==> src/rtl/zone_light_ctrl.sv <==
// Multi-zone occupancy lighting controller with a per-zone idle timer, warning window and timeout pulse.
// lamp/warn/off_pulse are registered; active_count is a combinational popcount of lamp.
module zone_light_ctrl #(
  parameter int NUM_ZONES = 4,
  parameter int CNT_W     = 16,
  parameter int TIMEOUT   = 30000,
  parameter int WARN_T    = 3000
) (
  input  logic                                 clk,
  input  logic                                 rst,
  input  logic                                 enable,
  input  logic                                 all_off,
  input  logic [NUM_ZONES-1:0]                 presence,
  input  logic [NUM_ZONES-1:0]                 btn_toggle,
  output logic [NUM_ZONES-1:0]                 lamp,
  output logic [NUM_ZONES-1:0]                 warn,
  output logic [NUM_ZONES-1:0]                 off_pulse,
  output logic [$clog2(NUM_ZONES+1)-1:0]       active_count
);

  localparam int AC_W = $clog2(NUM_ZONES+1);

  localparam logic [1:0] ST_OFF  = 2'd0;
  localparam logic [1:0] ST_ON   = 2'd1;
  localparam logic [1:0] ST_WARN = 2'd2;

  localparam bit               HAS_WARN = (WARN_T > 0);
  localparam logic [CNT_W-1:0] WARN_AT  = CNT_W'(TIMEOUT - WARN_T);
  localparam logic [CNT_W-1:0] TO_AT    = CNT_W'(TIMEOUT);

  for (genvar z = 0; z < NUM_ZONES; z++) begin : g_zone
    logic [1:0]       state;
    logic [CNT_W-1:0] cnt;
    logic [CNT_W-1:0] cnt_inc;
    logic             pulse;

    assign cnt_inc = cnt + CNT_W'(1);

    always_ff @(posedge clk or posedge rst) begin
      if (rst) begin
        state <= ST_OFF;
        cnt   <= '0;
        pulse <= 1'b0;
      end else begin
        pulse <= 1'b0;
        // Global disable and master-off both win over any per-zone activity.
        if (!enable || all_off) begin
          state <= ST_OFF;
          cnt   <= '0;
        end else begin
          case (state)
            ST_OFF: begin
              cnt <= '0;
              if (btn_toggle[z] || presence[z]) state <= ST_ON;
            end
            ST_ON: begin
              if (btn_toggle[z]) begin
                state <= ST_OFF;
                cnt   <= '0;
              end else if (presence[z]) begin
                cnt <= '0;
              end else if (HAS_WARN && cnt_inc == WARN_AT) begin
                state <= ST_WARN;
                cnt   <= cnt_inc;
              end else if (!HAS_WARN && cnt_inc == TO_AT) begin
                state <= ST_OFF;
                cnt   <= '0;
                pulse <= 1'b1;
              end else begin
                cnt <= cnt_inc;
              end
            end
            ST_WARN: begin
              // A toggle while warning extends the light instead of switching it off.
              if (btn_toggle[z] || presence[z]) begin
                state <= ST_ON;
                cnt   <= '0;
              end else if (cnt_inc == TO_AT) begin
                state <= ST_OFF;
                cnt   <= '0;
                pulse <= 1'b1;
              end else begin
                cnt <= cnt_inc;
              end
            end
            default: begin
              state <= ST_OFF;
              cnt   <= '0;
            end
          endcase
        end
      end
    end

    assign lamp[z]      = (state != ST_OFF);
    assign warn[z]      = (state == ST_WARN);
    assign off_pulse[z] = pulse;
  end

  always_comb begin
    active_count = '0;
    for (int i = 0; i < NUM_ZONES; i++) begin
      active_count = active_count + AC_W'(lamp[i]);
    end
  end

endmodule

==> config.mk <==
export PLATFORM = sky130hd
export DESIGN_NAME = zone_light_ctrl
export DESIGN_NICKNAME = d
export VERILOG_FILES = /design/src/rtl/zone_light_ctrl.sv
export SDC_FILE = /design/constraint.sdc
export NUM_CORES = 1
export LEC_CHECK = 0
export ABC_CLOCK_PERIOD_IN_PS = 6200
export CAP_MARGIN = 10
export CORE_ASPECT_RATIO = 0.8
export CORE_MARGIN = 2
export CORE_UTILIZATION = 50
export CTS_CLUSTER_SIZE = 25
export DETAILED_ROUTE_END_ITERATION = 10
export PLACE_DENSITY_LB_ADDON = 0.3
export SLEW_MARGIN = 30
export SYNTH_ARGS = -nofsm -noshare
export SYNTH_HDL_FRONTEND = slang
export SYNTH_SLANG_ARGS = --single-unit
==> constraint.sdc <==
create_clock -name clk -period 6.2 [get_ports clk]
set_input_delay 1.24 -clock clk [delete_from_list [all_inputs] [get_ports clk]]
set_output_delay 1.24 -clock clk [all_outputs]
set_load 0.02 [all_outputs]
==> impl_metrics.json, run 1 <==
{
  "required_ns": 4.96,
  "cts_root_buf": "clkbuf_16",
  "post_cts_buffers": 0,
  "hold_depth": 1,
  "fmaxAchievable_mhz": 252,
  "fin_util_pct": 58.3,
  "synth_warnings": 0,
  "syn_area_um2": 4580,
  "htreeDepth": 3,
  "hold_path_class": "register to register",
  "synth_area_per_cell_um2": 9.27,
  "slew-limit-headroom_pct": 59.7,
  "cts_buffers": 9,
  "rows": 31,
  "path_cells": "inv_1 -> ha_1 -> inv_1 -> fa_1 -> ha_1 -> ha_1 -> clkdlybuf4s50_1",
  "clockBufferDepth": 2,
  "r2r_start": "g_zone[1].cnt[0]$_DFF_PP0_",
  "dieArea_um2": 9950,
  "fin_ws_ns": 2.23,
  "ys_ff_latch": 76,
  "wl_per_cell_um": 14.9,
  "diodes": 0,
  "busiest_layer": "met2",
  "start_kind": "register",
  "dp_slack_ns": 2.55,
  "io_pins": 27,
  "die_w_um": 111,
  "gp_congestion": 0.947,
  "maxSlewViolCount": 0,
  "final_hold_viol_count": 0,
  "tightest_slew_ns": 0.590,
  "port-buffer-count": 26,
  "die_h_um": 89.6,
  "rsz0062_at_grt": "no",
  "final.setup.tns_ns": 0,
  "fillers": 762,
  "layout-drive-gt1-share_pct": 6.51,
  "ys_async_sr_fraction_pct": 100,
  "synth_edf_count": 0,
  "synth_cell_types": 61,
  "dp.final_hpwl_mm": 6.81,
  "crit_top_cell": "ha_1",
  "grt_usage_pct": 20.7,
  "crit_path_end_kind": "primary output",
  "nets": 552,
  "power.density_nw_per_um2": 216,
  "final_common_cell": "nor2_1",
  "area_growth_pct": 14.0,
  "cp-startpoint": "g_zone[0].state[0]$_DFFE_PP0P_",
  "arrival_ns": 2.73,
  "grt_pass1_wl_mm": 16.4,
  "route.vias.total": 3595,
  "cts_hold_buf": 0,
  "cts.sinks": 76,
  "path_class": "register to primary output",
  "p_leak_uw": 0.00203,
  "initial_core_util_pct": 51.1,
  "seq_area_frac_synth_pct": 41.5,
  "crit_fanout": 4,
  "drtIter0Drc": 206,
  "antenna_found_initial": 0,
  "syn-num-nets": 529,
  "synthFlopType": "dfrtp_1",
  "cpPeakStageDelay_ns": 0.60,
  "grt_use_met3_pct": 5.17,
  "core_um2": 8960,
  "drv_cap": 0,
  "timing.final.crit_share_pct": 64.0,
  "min_from": "g_zone[1].cnt[0]$_DFF_PP0_",
  "drc": 0,
  "viasPerCell": 5.64,
  "final_cell_mix": "nor2_1, dfrtp_1, xnor2_1",
  "synthCells": 494,
  "grt_overflow": 0,
  "swShare_pct": 21.5,
  "path_clk_slew_ns": 0.05,
  "vdd_drop_max_uv": 191,
  "seqPwrFrac_pct": 44.5,
  "fin_crit_ns": 3.97,
  "r2r_cells": 8,
  "pwr-share-comb_pct": 6.7,
  "cts_resized": 0,
  "met1_usage_pct": 27.4,
  "ant_nets": 0,
  "slowest_stage": "clkdlybuf4s50_1",
  "pwr-share-clk_pct": 48.8,
  "status": "finished, final reports clean",
  "insertion_delay_ns": 0.34,
  "cts_tree": "yes",
  "grtUsageMet2_pct": 34.2,
  "dr.pass1.iters": 5,
  "p_int_uw": 884,
  "net-switching-power_uw": 243,
  "grt_start_max_net_pins": 52,
  "routed_wl_mm": 9.50,
  "setup_viol": 0,
  "grt_pass1_vias": 3500,
  "fin_worst_skew_ns": 0.00661
}
cells in the mapped netlist (2+ instances only):
master    number  area (µm²)
dfrtp_1       76        1900
ha_1          22         275
nand2b_1       4        25.0
a211oi_1       2        15.0
buf_2          5        25.0
a21oi_1        4        20.0
o21ai_0       14        70.1
nand3_1       31         155
nor4_1        10        62.6
nand4_1       17         106
buf_4          4        30.0
a21o_1         4        30.0
nand4b_1       3        26.3
buf_6          2        22.5
o211ai_4       2        42.5
clkbuf_1       3        11.3
o21a_1         4        30.0
nand2_1       30         113
inv_1         25        93.8
a211o_1        4        35.0
or4_1          5        37.5
or4b_2         2        20.0
mux2i_1        4        40.0
or3_1          5        31.3
and4b_1        2        20.0
nor2_1        85         319
xor2_1        24         210
and2_1         5        31.3
xnor2_1       34         298
mux2_2         2        22.5
and3_1         4        25.0
nor3_1        21         105
nor4_2         2        25.0
nor2b_1        6        37.5
critical path: cells and delay by family (launching register included):
kind | cells | cell delay (ns)
adders and majority gates | 4 | 1.18
buffers and inverters | 3 | 0.82
DFF | 1 | 0.40
flip-flops by register name (all words and copies together), names as in the netlist:
| name | cells |
|---|---|
| g_zone.cnt | 64 |
| g_zone.pulse | 4 |
| g_zone.state | 8 |
final cells by class:
cell class / instances / area [µm²] / share of cell area [%]
multi-input combinational: 378 / 2490 / 47.7
sequential: 76 / 1900 / 36.4
clock buffer: 13 / 280 / 5.37
timing repair buffer: 27 / 268 / 5.13
tap: 115 / 144 / 2.76
inverter: 25 / 93.8 / 1.80
clock inverter: 3 / 42.5 / 0.815
metal layers:
metal	vias to the layer above	wire length, µm
met3	14	435
li1	1763	-
met5	-	0
met2	92	4390
met1	1726	4520
met4	0	153
power by group through the flow:
stage / registers, µW / clock network, µW / logic (µW)
floorplan: 510 / 0 / 44.0
global placement: 510 / 0 / 75.0
detailed placement: 510 / 0 / 76.8
CTS: 501 / 568 / 77.5
global route: 501 / 587 / 83.7
finish: 501 / 550 / 75.6
per-stage QoR:
| step | hold slack, ns | instances | total power (µW) | area (µm²) |
|---|---|---|---|---|
| 5_1_grt | 0.485 | 637 | 1170 | 5220 |
| 2_1_floorplan | 0.430 | 494 | 554 | 4580 |
| 3_3_place_gp | 0.454 | 621 | 585 | 4900 |
| 6_report | 0.466 | 637 | 1130 | 5220 |
| 4_1_cts | 0.471 | 637 | 1150 | 5220 |
| 3_5_place_dp | 0.459 | 621 | 587 | 4900 |
path summary, 6_finish.rpt:
kind / end / slack (ns)
max: active_count[1] / 2.23
min: g_zone[1].cnt[0]$_DFF_PP0_ / 0.47
max reg2reg: g_zone[1].cnt[12]$_DFF_PP0_ / 3.31
min reg2reg: g_zone[1].cnt[0]$_DFF_PP0_ / 0.47
max in group asynchronous: g_zone[3].cnt[2]$_DFF_PP0_ / 3.90
min in group asynchronous: g_zone[0].pulse$_DFF_PP0_ / 1.27
kinds of logic (layout without fill, tap and decap cells):
logic type               Yosys count  in the layout  synth area share, %
AND/OR/NAND/NOR                  243            243                 27.4
adder cells (fa/ha/maj)           23             23                 6.45
AO/OA/AOI/OAI                     46             46                 7.51
multiplexers                       8              8                 1.94
flip-flops                        76             76                 41.5
buffers and inverters             40             68                 4.10
XOR/XNOR                          58             58                 11.1
Power figures use the tool's default switching activity.
==> inputs of run 2 (changes only) <==
ABC_CLOCK_PERIOD_IN_PS = 3400   (was 6200)
clock period = 3.4 ns   (was 6.2 ns; I/O delays follow)
==> impl_metrics.json, run 2 (synthesis gave the netlist of run 1 again) <==
{
  "ant_nets": 0,
  "route.vias.total": 3538,
  "slew-limit-headroom_pct": 54.3,
  "cts_hold_buf": 0,
  "routed_wl_mm": 9.43,
  "start_kind": "register",
  "setup_viol": 0,
  "drc": 0,
  "crit_path_end_kind": "primary output",
  "grt_usage_pct": 20.7,
  "drtIter0Drc": 227,
  "insertion_delay_ns": 0.34,
  "port-buffer-count": 26,
  "diodes": 0,
  "cts_tree": "yes",
  "antenna_found_initial": 0,
  "final_common_cell": "nor2_1",
  "vdd_drop_max_uv": 334,
  "final.setup.tns_ns": 0,
  "endpoint": "active_count[0]",
  "top_register": "g_zone.cnt",
  "die_h_um": 89.6,
  "core_um2": 8960,
  "cp-startpoint": "g_zone[0].state[0]$_DFFE_PP0P_",
  "fillers": 776,
  "hold_path_class": "register to register",
  "p_leak_uw": 0.00205,
  "power.density_nw_per_um2": 383,
  "largest_reg_flops": 64,
  "clockBufferDepth": 2,
  "layout-drive-gt1-share_pct": 6.50,
  "r2r_cells": 8,
  "maxSlewViolCount": 0,
  "path_class": "register to primary output",
  "htreeDepth": 3,
  "gp_congestion": 0.887,
  "dieArea_um2": 9950,
  "final_hold_viol_count": 0,
  "grt_start_max_net_pins": 42,
  "cts_root_buf": "clkbuf_16",
  "fin_worst_skew_ns": 0.00381,
  "io_pins": 27,
  "arrival_ns": 2.54,
  "dr.pass1.iters": 4,
  "grt_pass1_wl_mm": 16.3,
  "area_growth_pct": 13.9,
  "r2r_end": "g_zone[1].cnt[12]$_DFF_PP0_",
  "required_ns": 2.72,
  "cts.sinks": 76,
  "rows": 31,
  "r2r_start": "g_zone[1].cnt[0]$_DFF_PP0_",
  "viasPerCell": 5.55,
  "tightest_slew_ns": 0.685,
  "drv_cap": 0,
  "grt_overflow": 0,
  "initial_core_util_pct": 51.1,
  "final_cell_mix": "nor2_1, dfrtp_1, xnor2_1",
  "cts_buffers": 9,
  "r2r_setup_slack_ns": 0.52,
  "wl_per_cell_um": 14.8,
  "dp.final_hpwl_mm": 7.00,
  "place_inst": 624,
  "grt_pass1_vias": 3464,
  "path_clk_slew_ns": 0.05,
  "rsz0062_at_grt": "no",
  "fmaxAchievable_mhz": 310,
  "status": "finished, final reports clean",
  "reg_top3": "g_zone.cnt x64, g_zone.state x8, g_zone.pulse x4",
  "fin_crit_ns": 3.22,
  "crit_fanout": 4,
  "die_w_um": 111,
  "nets": 555,
  "timing.final.crit_share_pct": 94.8,
  "stdcell_count": 638
}
-- run 2: area by class of cell --
cell class                 count  area, µm²  area share (%)
clock buffer                  12        256            4.92
clock inverter                 2       35.0           0.672
inverter                      25       95.1            1.82
multi-input combinational    378       2490            47.8
sequential                    76       1900            36.5
tap                          115        144            2.76
timing repair buffer          30        292            5.59
-- run 2: how the worst min path moves through the flow --
stage               cells after the start                        from                         end
detailed placement                      1  g_zone[1].cnt[0]$_DFF_PP0_  g_zone[1].cnt[0]$_DFF_PP0_
CTS                                     1  g_zone[1].cnt[0]$_DFF_PP0_  g_zone[1].cnt[0]$_DFF_PP0_
floorplan                               1  g_zone[2].cnt[0]$_DFF_PP0_  g_zone[2].cnt[0]$_DFF_PP0_
global placement                        1  g_zone[2].cnt[0]$_DFF_PP0_  g_zone[2].cnt[0]$_DFF_PP0_
finish                                  1  g_zone[1].cnt[0]$_DFF_PP0_  g_zone[1].cnt[0]$_DFF_PP0_
global route                            1  g_zone[1].cnt[0]$_DFF_PP0_  g_zone[1].cnt[0]$_DFF_PP0_
-- run 2: repair_timing --
action,in CTS,in global routing
buffers inserted,0,0
endpoints found under the setup margin,1,1
gates resized for setup,1,1
-- run 2: critical path, stage by stage, from the launching register on --
cell and delay (ns):
dfrtp_1 0.40, inv_1 0.11, ha_1 0.16, inv_1 0.11, fa_1 0.49, ha_1 0.32, clkdlybuf4s50_1 0.61
-- run 2: layer usage --
layer	part of all wire, %	up-vias	routed length, µm	GRT usage, %
met5	0	-	0	0
met1	48	1677	4550	26.8
met4	1.7	0	157	7.61
met2	46	75	4300	33.9
li1	-	1776	-	-
met3	4.6	10	431	5.97
-- run 2: power by group --
part	switching (µW)	leakage, µW	internal, µW
registers	4.50	0.00106	910
logic	81.0	0.000849	57.0
clock network	345	0.000145	598
total	430	0.00205	1570
-- run 2: per-stage QoR --
step | setup WS (ns) | instance area (µm²) | hold slack [ns] | total power, µW | util (%)
after floorplan | 0.782 | 4580 | 0.430 | 1010 | -
after detailed placement | 0.359 | 4920 | 0.460 | 1070 | 54.9
after CTS | 0.0969 | 5210 | 0.468 | 2020 | 58.1
after global routing | 0.0414 | 5210 | 0.478 | 2070 | 58.2
after global placement | 0.424 | 4920 | 0.455 | 1070 | 54.9
final | 0.176 | 5210 | 0.459 | 2000 | 58.2
